$ cat src/rtl/ss_pkg.sv
// Shared types and constants for the running-sum feeder (ss_sum_feeder).
// The frame sequencer walks IDLE -> START -> (FEED -> WAIT)* -> OUT -> CAP -> IDLE.
package ss_pkg;

    typedef enum logic [2:0] {
        IDLE  = 3'd0,
        START = 3'd1,
        FEED  = 3'd2,
        WAIT  = 3'd3,
        OUT   = 3'd4,
        CAP   = 3'd5
    } feed_state_t;

    // Cycles start is held before the first sample: one for the summer to
    // see the rising edge, one for it to clear its accumulator.
    localparam int unsigned START_CYC = 2;

    // A summer frame is open (start held high) from START through OUT.
    function automatic logic frame_open(input feed_state_t s);
        logic open_v;
        case (s)
            START, FEED, WAIT, OUT: open_v = 1'b1;
            default:                open_v = 1'b0;
        endcase
        return open_v;
    endfunction

endpackage

$ cat src/rtl/ss_sample_buf.sv
// Sample buffer for ss_sum_feeder: DEPTH x SIZE_DATA register file filled in
// order from entry 0, with occupancy count, full flag and a random read port.
// A clear empties the buffer (contents are simply overwritten later).
module ss_sample_buf #(
    parameter int SIZE_DATA = 8,
    parameter int DEPTH     = 16
) (
    input  logic                          i_clk,
    input  logic                          i_rst_n,
    input  logic                          i_wr_en,
    input  logic [SIZE_DATA-1:0]          i_wr_data,
    input  logic                          i_clr,
    input  logic [$clog2(DEPTH)-1:0]      i_rd_idx,
    output logic [SIZE_DATA-1:0]          o_rd_data,
    output logic [$clog2(DEPTH+1)-1:0]    o_count,
    output logic                          o_full
);

    localparam int IDX_W = $clog2(DEPTH);
    localparam int CNT_W = $clog2(DEPTH+1);

    logic [SIZE_DATA-1:0] mem_q [DEPTH];
    logic [CNT_W-1:0]     count_q;
    logic [CNT_W-1:0]     count_d;
    logic [IDX_W-1:0]     wr_ptr_s;
    logic                 full_s;
    logic                 wr_ok_s;

    assign full_s   = (count_q == CNT_W'(DEPTH));
    assign wr_ok_s  = i_wr_en & ~full_s & ~i_clr;
    // Entries fill in order, so the next free slot is the occupancy count.
    assign wr_ptr_s = IDX_W'(count_q);

    // Next occupancy: clear has priority over an append.
    always_comb begin
        count_d = count_q;
        if (i_clr) begin
            count_d = '0;
        end else if (wr_ok_s) begin
            count_d = count_q + CNT_W'(1);
        end else begin
            count_d = count_q;
        end
    end

    // Occupancy counter.
    always_ff @(posedge i_clk or negedge i_rst_n) begin
        if (!i_rst_n) begin
            count_q <= '0;
        end else begin
            count_q <= count_d;
        end
    end

    // Sample storage, written at the current fill position.
    always_ff @(posedge i_clk or negedge i_rst_n) begin
        if (!i_rst_n) begin
            for (int i = 0; i < DEPTH; i++) begin
                mem_q[i] <= '0;
            end
        end else if (wr_ok_s) begin
            mem_q[wr_ptr_s] <= i_wr_data;
        end
    end

    assign o_rd_data = mem_q[i_rd_idx];
    assign o_count   = count_q;
    assign o_full    = full_s;

endmodule

$ cat src/rtl/ss_sum_feeder.sv
// ss_sum_feeder: producer/sequencer side of the running-sum handshake.
// Buffers samples while idle; on i_go runs one summer frame (start, one
// en_cal per sample paced by i_en_next_value, en_out until i_done) and
// captures the returned sum on o_result with a one-cycle o_result_valid.
// Optional feature macro: SS_FEED_TIMEOUT_EN adds a watchdog on the WAIT and
// OUT states that aborts the frame with an o_err pulse after TIMEOUT_CYC cycles.
module ss_sum_feeder
    import ss_pkg::*;
#(
    parameter int SIZE_DATA   = 8,
    parameter int DEPTH       = 16,
    parameter int TIMEOUT_CYC = 64
) (
    input  logic                 i_clk,
    input  logic                 i_rst_n,
    input  logic                 i_wr_en,
    input  logic [SIZE_DATA-1:0] i_wr_data,
    output logic                 o_full,
    input  logic                 i_go,
    output logic                 o_busy,
    output logic                 o_start_cal_sum,
    output logic                 o_en_cal_sum,
    output logic                 o_en_out_sum,
    output logic [SIZE_DATA-1:0] o_data,
    input  logic                 i_en_next_value,
    input  logic                 i_done,
    input  logic [SIZE_DATA:0]   i_sum,
    output logic [SIZE_DATA:0]   o_result,
    output logic                 o_result_valid,
    output logic                 o_err
);

    localparam int IDX_W = $clog2(DEPTH);
    localparam int CNT_W = $clog2(DEPTH+1);

    feed_state_t          state_q;
    feed_state_t          state_d;
    logic [IDX_W-1:0]     idx_q;
    logic [IDX_W-1:0]     idx_d;
    logic [1:0]           scnt_q;
    logic [1:0]           scnt_d;
    logic [SIZE_DATA:0]   result_q;
    logic [SIZE_DATA:0]   result_d;
    logic                 rv_q;
    logic                 rv_d;
    logic                 err_q;
    logic                 busy_q;
    logic                 start_q;
    logic                 en_cal_q;
    logic                 en_out_q;
    logic [SIZE_DATA-1:0] data_q;
    logic [SIZE_DATA-1:0] data_d;

    logic                 wr_accept_s;
    logic                 buf_clr_s;
    logic [SIZE_DATA-1:0] buf_rd_data_s;
    logic [CNT_W-1:0]     buf_count_s;
    logic                 buf_full_s;
    logic                 last_idx_s;
    logic                 timeout_hit_s;
    logic                 abort_s;

    // Writes land only while idle; the buffer itself drops them when full.
    assign wr_accept_s = i_wr_en & (state_q == IDLE);
    // The buffer empties at the end of every frame, successful or aborted.
    assign buf_clr_s   = (state_q == CAP) | abort_s;
    assign last_idx_s  = (CNT_W'(idx_q) == (buf_count_s - CNT_W'(1)));

    ss_sample_buf #(
        .SIZE_DATA (SIZE_DATA),
        .DEPTH     (DEPTH)
    ) u_buf (
        .i_clk     (i_clk),
        .i_rst_n   (i_rst_n),
        .i_wr_en   (wr_accept_s),
        .i_wr_data (i_wr_data),
        .i_clr     (buf_clr_s),
        .i_rd_idx  (idx_d),
        .o_rd_data (buf_rd_data_s),
        .o_count   (buf_count_s),
        .o_full    (buf_full_s)
    );

`ifdef SS_FEED_TIMEOUT_EN
    localparam int WD_W = $clog2(TIMEOUT_CYC+1);

    logic [WD_W-1:0] wd_q;
    logic [WD_W-1:0] wd_d;

    // Watchdog fires on the last allowed cycle of WAIT/OUT with no summer response.
    assign timeout_hit_s = (wd_q == WD_W'(TIMEOUT_CYC-1)) &&
                           (((state_q == WAIT) && !i_en_next_value) ||
                            ((state_q == OUT)  && !i_done));

    // Watchdog count: cycles spent in the current WAIT/OUT visit.
    always_comb begin
        wd_d = '0;
        if (((state_q == WAIT) || (state_q == OUT)) && (state_d == state_q)) begin
            wd_d = wd_q + WD_W'(1);
        end else begin
            wd_d = '0;
        end
    end

    // Watchdog register.
    always_ff @(posedge i_clk or negedge i_rst_n) begin
        if (!i_rst_n) begin
            wd_q <= '0;
        end else begin
            wd_q <= wd_d;
        end
    end
`else
    assign timeout_hit_s = 1'b0;
`endif

    // Frame sequencer: next state, sample index, start pacing and result capture.
    always_comb begin
        state_d  = state_q;
        idx_d    = idx_q;
        scnt_d   = scnt_q;
        result_d = result_q;
        rv_d     = 1'b0;
        abort_s  = 1'b0;
        case (state_q)
            IDLE: begin
                // A write in the same cycle takes precedence over go.
                if (i_go && !i_wr_en) begin
                    if (buf_count_s == '0) begin
                        result_d = '0;
                        rv_d     = 1'b1;
                    end else begin
                        state_d = START;
                        idx_d   = '0;
                        scnt_d  = '0;
                    end
                end else begin
                    state_d = IDLE;
                end
            end
            START: begin
                if (scnt_q == 2'(START_CYC-1)) begin
                    state_d = FEED;
                end else begin
                    scnt_d = scnt_q + 2'd1;
                end
            end
            FEED: begin
                state_d = WAIT;
            end
            WAIT: begin
                if (i_en_next_value) begin
                    if (last_idx_s) begin
                        state_d = OUT;
                    end else begin
                        idx_d   = idx_q + IDX_W'(1);
                        state_d = FEED;
                    end
                end else if (timeout_hit_s) begin
                    abort_s = 1'b1;
                    state_d = IDLE;
                end else begin
                    state_d = WAIT;
                end
            end
            OUT: begin
                // Capture on the publish pulse so result and valid update together in CAP.
                if (i_done) begin
                    result_d = i_sum;
                    rv_d     = 1'b1;
                    state_d  = CAP;
                end else if (timeout_hit_s) begin
                    abort_s = 1'b1;
                    state_d = IDLE;
                end else begin
                    state_d = OUT;
                end
            end
            CAP: begin
                state_d = IDLE;
            end
            default: begin
                state_d = IDLE;
            end
        endcase
    end

    // Summer-facing sample: the buffer entry being fed, zero otherwise.
    always_comb begin
        data_d = '0;
        if (state_d == FEED) begin
            data_d = buf_rd_data_s;
        end else begin
            data_d = '0;
        end
    end

    // State and registered outputs, all decoded from the next state.
    always_ff @(posedge i_clk or negedge i_rst_n) begin
        if (!i_rst_n) begin
            state_q  <= IDLE;
            idx_q    <= '0;
            scnt_q   <= 2'd0;
            result_q <= '0;
            rv_q     <= 1'b0;
            err_q    <= 1'b0;
            busy_q   <= 1'b0;
            start_q  <= 1'b0;
            en_cal_q <= 1'b0;
            en_out_q <= 1'b0;
            data_q   <= '0;
        end else begin
            state_q  <= state_d;
            idx_q    <= idx_d;
            scnt_q   <= scnt_d;
            result_q <= result_d;
            rv_q     <= rv_d;
            err_q    <= abort_s;
            busy_q   <= (state_d != IDLE);
            start_q  <= frame_open(state_d);
            en_cal_q <= (state_d == FEED);
            en_out_q <= (state_d == OUT);
            data_q   <= data_d;
        end
    end

    assign o_full          = buf_full_s;
    assign o_busy          = busy_q;
    assign o_start_cal_sum = start_q;
    assign o_en_cal_sum    = en_cal_q;
    assign o_en_out_sum    = en_out_q;
    assign o_data          = data_q;
    assign o_result        = result_q;
    assign o_result_valid  = rv_q;
    assign o_err           = err_q;

endmodule

$ cat config.mk
export PLATFORM = sky130hd
export DESIGN_NAME = ss_sum_feeder
export DESIGN_NICKNAME = d
export VERILOG_FILES = /design/src/rtl/ss_pkg.sv /design/src/rtl/ss_sample_buf.sv /design/src/rtl/ss_sum_feeder.sv
export SDC_FILE = /design/constraint.sdc
export NUM_CORES = 1
export LEC_CHECK = 0
export BUFFER_PORTS_ARGS = -buffer_cell sky130_fd_sc_hd__buf_2
export CELL_PAD_IN_SITES_DETAIL_PLACEMENT = 0
export CELL_PAD_IN_SITES_GLOBAL_PLACEMENT = 2
export CORE_ASPECT_RATIO = 1.4
export CORE_UTILIZATION = 43
export CTS_CLUSTER_DIAMETER = 80
export DETAILED_ROUTE_END_ITERATION = 10
export PLACE_DENSITY_LB_ADDON = 0.1
export SYNTH_ARGS = -nofsm -noshare
export SYNTH_HDL_FRONTEND = slang
export SYNTH_SLANG_ARGS = --single-unit
$ cat constraint.sdc
create_clock -name i_clk -period 3.5 [get_ports i_clk]
set_clock_uncertainty 0.05 [all_clocks]
set_input_delay 0.175 -clock i_clk [delete_from_list [all_inputs] [get_ports i_clk]]
set_output_delay 0.175 -clock i_clk [all_outputs]
set_load 0.01 [all_outputs]
==> metrics, run 1 <==
outcome completed; Synth Area in Compound Gates around 3.5%; GPL Wtd Cong around 0.73; diodes inserted 0; Sink Count about 160; crit path launch type flop; Async SR Flop Fraction between 90% and 100%; number of max-cap violations 0; Pleak 4.58 nW; endpoints failing hold 0; num rows 57; Reg power frac between 30 and 40%; Hold/Removal Path Class in2reg; mapped cell area 7800 um2; chip height 161 um; GRT met2 Usage between 30% and 40%; Yosys reg bits 164; met3 Usage GRT around 3.9%; setup ws final 0.232 ns; NetSw roughly 2.4 mW; Setup crit start u_buf.o_count[1]; Die Width about 120 um; Max VDD drop between 0.0003 and 0.0004 V; Post-Synth Adder-Cell Area roughly 1.1%; YS warnings 0; Clock Latency Late Sink 0.42 ns; DRC viols 0; largest net degree at the start of global routing approximately 110; area leader, netlist dfrtp_1; EDFF count, synth 0; crit-path max FO 14; R2R Setup Slk 0.23 ns; H-tree levels 4; design area between 9000 and 10000 um2; placed instance area ~8400 um2; PortBufs 45; f_max 306 MHz; Clock transition at path regs ~0.060 ns; Clock power frac roughly 26%; Switching Share between 30 and 40%; Initial DRT Pass Iterations 4; die area roughly 19000 um2; dominant synthesized flop cell dfrtp_1; Placed Cells roughly 850; I/O pin count 47; clk buf depth 2; syn nets 617; setup_tns 0 ns; Worst Max-Slew Pin Slew between 1 and 1.5 ns; GRT Total Usage about a fifth; vias per cell between 5 and 6; placed wire-length estimate between 10000 and 15000 um; sequential area share after synthesis a little over half; Mapped Cells around 590; Core ar. approximately 18000 um2; Pins Over Slew Limit 0; Final setup viols 0; Final period util around 93%; Avg Inst Size Synth 13.3 um2; Setup crit end kind flop; GR Util met1 roughly 25%; Synth Area in Simple Gates under 10%; vias in the first global route 5036; drt total wl ~17000 um; largest family of logic cells by synthesized area multiplexers; cts bufs inserted 17; CP required ~3.8 ns; ranking of synthesized cells by area dfrtp_1, mux2_2, mux2i_1; post-synthesis mux area share approximately a third; Routed wire per std cell about 19 um; final instance count without filler cells about 900; root buf cell clkbuf_16; Critical Path AT 3.53 ns; GRT overflow 0; Yosys cell types 50; first-pass GRT wire length 27500 um; Pint about 4.7 mW; Initial DRC Count 95; final net count between 600 and 700; post-synth top area share around 53%; Area Growth Syn to Fin 16.4%; Slew headroom between 20% and 30%; reg2reg start u_buf.o_count[1]; PwrDens a little under 800 nW/um2; Place WS approximately 0.21 ns; Min Hold Slack between 0.02 and 0.025 ns; initial antenna violation count 0; min-delay src i_wr_en; routed vias 4766; xor and xnor area share after synthesis less than 1%; CP Class reg2reg; CTS tree done; Comb power frac between 30% and 40%; Initial Utilization 44.5%; GR peak layer met2; unrepaired setup endpoints after global routing no; crit path time final 3.27 ns; CTS resizes 0; layout cells sized above 1 37.9%; ANT nets after route 0
==> area by class of cell <==
type / instances / area [um2]
Timing Repair Buffer: 77 / 589
Inverter: 17 / 63.8
Sequential cell: 164 / 4100
Clock buffer: 19 / 453
Clock inverter: 12 / 126
Fill cell: 1557 / 8460
Multi-Input combinational cell: 371 / 3450
Tap cell: 236 / 295
==> what timing repair did <==
action	in CTS	in global routing
endpoints found under the hold margin	121	0
buffers inserted	0	1
hold buffers	10	0
endpoints found under the setup margin	0	1
==> cell families (layout without fill, tap and decap cells) <==
group / after synthesis / in the layout
muxes: 239 / 239
DFF: 164 / 164
and+or+nand+nor: 79 / 79
buffers and inverters: 52 / 125
AOI/OAI and AO/OA: 38 / 38
adders and majority gates: 7 / 7
xor gates and xnor gates: 7 / 7
other: 1 / 1
==> synthesized netlist by cell type (2+ instances only) <==
library cell  number
mux2_2           142
a22o_1             8
buf_1              4
xnor2_1            3
mux2i_1           95
buf_4              5
nor2_1             9
nand4_1            6
inv_1             16
buf_6              5
or2_2              2
clkbuf_1          15
nor4b_1            2
buf_2              5
a21oi_1            2
xor2_1             4
o211ai_1           2
dfrtp_1          164
nor2b_1            4
o21ai_0           15
nand3_1           25
ha_1               7
nor3_1             2
nand2_1           14
and2_1             4
or3_1              2
o31ai_1            2
==> power by group through the flow <==
stage / clock (mW) / sequential (mW) / combinational, mW
after global routing: 1.97 / 2.64 / 2.92
after global placement: 0 / 2.61 / 2.58
after CTS: 1.88 / 2.58 / 2.65
after detailed placement: 0 / 2.62 / 2.63
final: 1.84 / 2.58 / 2.69
after floorplan: 0 / 2.57 / 1.93
==> critical path, stage by stage, from the launching register on <==
cell	delay, ns
dfrtp_1	0.42
inv_1	0.11
ha_1	0.24
o21ba_1	0.19
a221oi_2	0.29
o2111ai_2	0.20
o31ai_2	0.37
mux2i_4	0.14
buf_4	0.17
clkbuf_16	0.19
mux2i_1	0.15
mux2i_1	0.10
mux2_2	0.30
a22o_1	0.24
==> worst paths after layout <==
path,end,cells after the start
min reg2reg,u_buf.mem_q[34],1
min in group asynchronous,o_result[1],2
max reg2reg,o_data[4],13
max in group asynchronous,o_data[7],3
min,u_buf.o_count[3],3
max,o_data[4],13
==> flip-flops by register name, indices dropped and copies added (netlist names) <==
register and count:
idx_q 4, o_data 8, o_en_out_sum 1, o_start_cal_sum 1, o_en_cal_sum 1, state_q 3
o_result 9, u_buf.mem_q 128, scnt_q 2, u_buf.o_count 5, o_busy 1, o_result_valid 1
==> per-stage QoR <==
stage	util, %	power (mW)
3_3_place_gp	47.7	5.19
6_report	51.8	7.11
4_1_cts	51.6	7.12
2_1_floorplan	-	4.50
5_1_grt	51.8	7.53
3_5_place_dp	47.7	5.25
==> placed cells by master, fill, tap and decap left out, types with 2 or more instances in the layout <==
cell type	synthesis	layout
dfrtp_1	164	164
mux2_2	142	142
mux2i_1	95	94
buf_2	5	44
nand3_1	25	25
clkbuf_16	0	18
inv_1	16	16
o21ai_0	15	15
buf_4	5	15
nand2_1	14	14
dlygate4sd3_1	0	10
nor2_1	9	9
a22o_1	8	8
ha_1	7	7
nand4_1	6	6
buf_12	0	6
clkinv_2	0	5
nor2b_1	4	4
xor2_1	4	4
and2_1	4	4
xnor2_1	3	3
inv_6	0	3
o31ai_1	2	2
nor4b_1	2	2
a21oi_1	2	2
or3_1	2	2
nor3_1	2	2
mux2i_4	1	2
or2_2	2	2
o211ai_1	2	2
bufinv_16	0	2
clkbuf_8	0	2
clkinvlp_4	0	2
==> layer usage <==
metal	up-vias	share of wire, %
met4	0	1.9
met1	2447	45
met5	-	0
li1	2233	-
met3	22	2.3
met2	64	51
Power figures use the tool's default switching activity.
==> run 2, diff against run 1 <==
--- a/config.mk
+++ b/config.mk
@@ -13,6 +13,7 @@
 export CTS_CLUSTER_DIAMETER = 80
 export DETAILED_ROUTE_END_ITERATION = 10
 export PLACE_DENSITY_LB_ADDON = 0.1
+export REMOVE_ABC_BUFFERS = 1
 export SYNTH_ARGS = -nofsm -noshare
 export SYNTH_HDL_FRONTEND = slang
 export SYNTH_SLANG_ARGS = --single-unit
==> metrics, run 2 (synthesis gave the netlist of run 1 again) <==
outcome completed; routed vias about 4.8k; root buf cell clkbuf_16; crit path launch type flop; layout cells sized above 1 around two fifths; Initial Utilization 44.5%; CTS tree done; r2r worst-path depth 13; Setup crit end kind flop; PortBufs 45; design area 9200 um2; R2R Setup Slk approximately 0.21 ns; number of cells on the critical path 13; Sink Count 164; CP max stage cell dfrtp_1; hold depth 3; initial antenna violation count 0; clk buf depth 2; max reg flops between 100 and 150; GRT overflow 0; vias per cell between 5 and 6; Pins Over Slew Limit 0; crit-path max FO 18; Clock transition at path regs 0.06 ns; ANT nets after route 0; overall power 7.20 mW; Hold/Removal Path Class in2reg; most common cell after layout, fill and taps aside dfrtp_1; Critical Path AT roughly 3.6 ns; Clock Latency Late Sink ~0.43 ns; reg-to-reg endpoint o_data[1]; number of max-cap violations 0; Filler Cells Inserted between 1.5k and 2k; PwrDens between 700 and 800 nW/um2; Area Growth Syn to Fin 17.9%; reg2reg start u_buf.o_count[1]; drt total wl about 18000 um; cts bufs inserted 17; Place WS 0.143 ns; Initial DRT Pass Iterations 5; H-tree levels 4; CP Class reg2reg; final core utilization between 50% and 60%; Slowest Stage Delay on Critical Path between 0.4 and 0.5 ns; f_max roughly 300 MHz; vias in the first global route 5086; Initial DRC Count between 150 and 200; I/O pin count 47; endpoints failing hold 0; GPL Wtd Cong 0.725; final net count 690; setup_tns 0 ns; Routed wire per std cell ~19 um; unrepaired setup endpoints after global routing no; Worst Max-Slew Pin Slew between 0.8 and 0.9 ns; die area 18700 um2; register area between 4000 and 5000 um2; Max VDD drop roughly 0.00047 V; Multi-input gate area around 3400 um2; min-delay src i_wr_en; Pleak 4.65 nW; Final period util a little over nine tenths; Biggest register u_buf.mem_q; first-pass GRT wire length roughly 28000 um; WP buf/inv 3; Slew headroom 40.1%; num rows 57; GRT Total Usage between 20% and 30%; DRC viols 0; CP required 3.76 ns; Final setup viols 0; crit-path cells inv_1 > ha_1 > o21ba_1 > a221oi_2 > o2111ai_2 > and2_1 > mux2i_4 > buf_12 > buf_12 > mux2i_1 > mux2i_1 > mux2_2 > a22o_1; Core ar. roughly 18000 um2; Crit path max-delay family compound AO/OA/AOI/OAI gates; chip height 161 um; Placed Cells ~870; largest net degree at the start of global routing 94; setup ws final 0.213 ns; placed wire-length estimate between 10000 and 15000 um; final instance count without filler cells roughly 910; most frequent cells in the layout dfrtp_1, mux2_2, mux2i_1; Min Hold Slack 0.0384 ns; placed instance area approximately 8400 um2; crit path time final between 3 and 4 ns; Worst Hold End u_buf.o_count[3]; diodes inserted 0; Die Width around 120 um
[run 2: per-layer routing]
layer	track usage (%)	vias to the layer above	share of wire (%)
li1	-	2257	-
met1	25.0	2451	44
met2	35.0	73	53
met3	3.53	10	2.2
met4	6.12	0	0.83
met5	0	-	0
[run 2: layout make-up]
cell class	instances	area share (%)
flip-flops and latches	164	44.6
multi-input cells	371	37.5
repair buffers	89	7.25
clock buffers	19	4.92
well taps	236	3.21
clock inverters	13	1.84
inverters	17	0.694
[run 2: repair_timing]
action / in CTS / in global routing
setup endpoints to repair: 0 / 3
gates resized for setup: 0 / 0
buffers inserted: 0 / 1
hold endpoints to repair: 100 / 0
hold buffers: 10 / 0
[run 2: worst max path at each step]
stage / endpoint / slack (ns) / from
after CTS: o_data[1] / 0.12 / u_buf.o_count[1]
final: o_data[1] / 0.21 / u_buf.o_count[1]
after global routing: o_data[1] / 0.04 / u_buf.o_count[1]
after floorplan: o_data[0] / -3.86 / u_buf.o_count[0]
after global placement: o_data[1] / 0.23 / u_buf.o_count[1]
after detailed placement: o_data[1] / 0.14 / u_buf.o_count[1]
[run 2: worst min-delay path, stage by stage]
cell and delay (ns):
buf_2 0.12, nand3_1 0.09, o31ai_1 0.08
[run 2: where the power goes]
group          switching, mW  total, mW  internal [mW]
Combinational           1.34       2.66           1.32
Sequential             0.266       2.59           2.32
Clock                  0.781       1.95           1.17
Total                   2.39       7.20           4.81
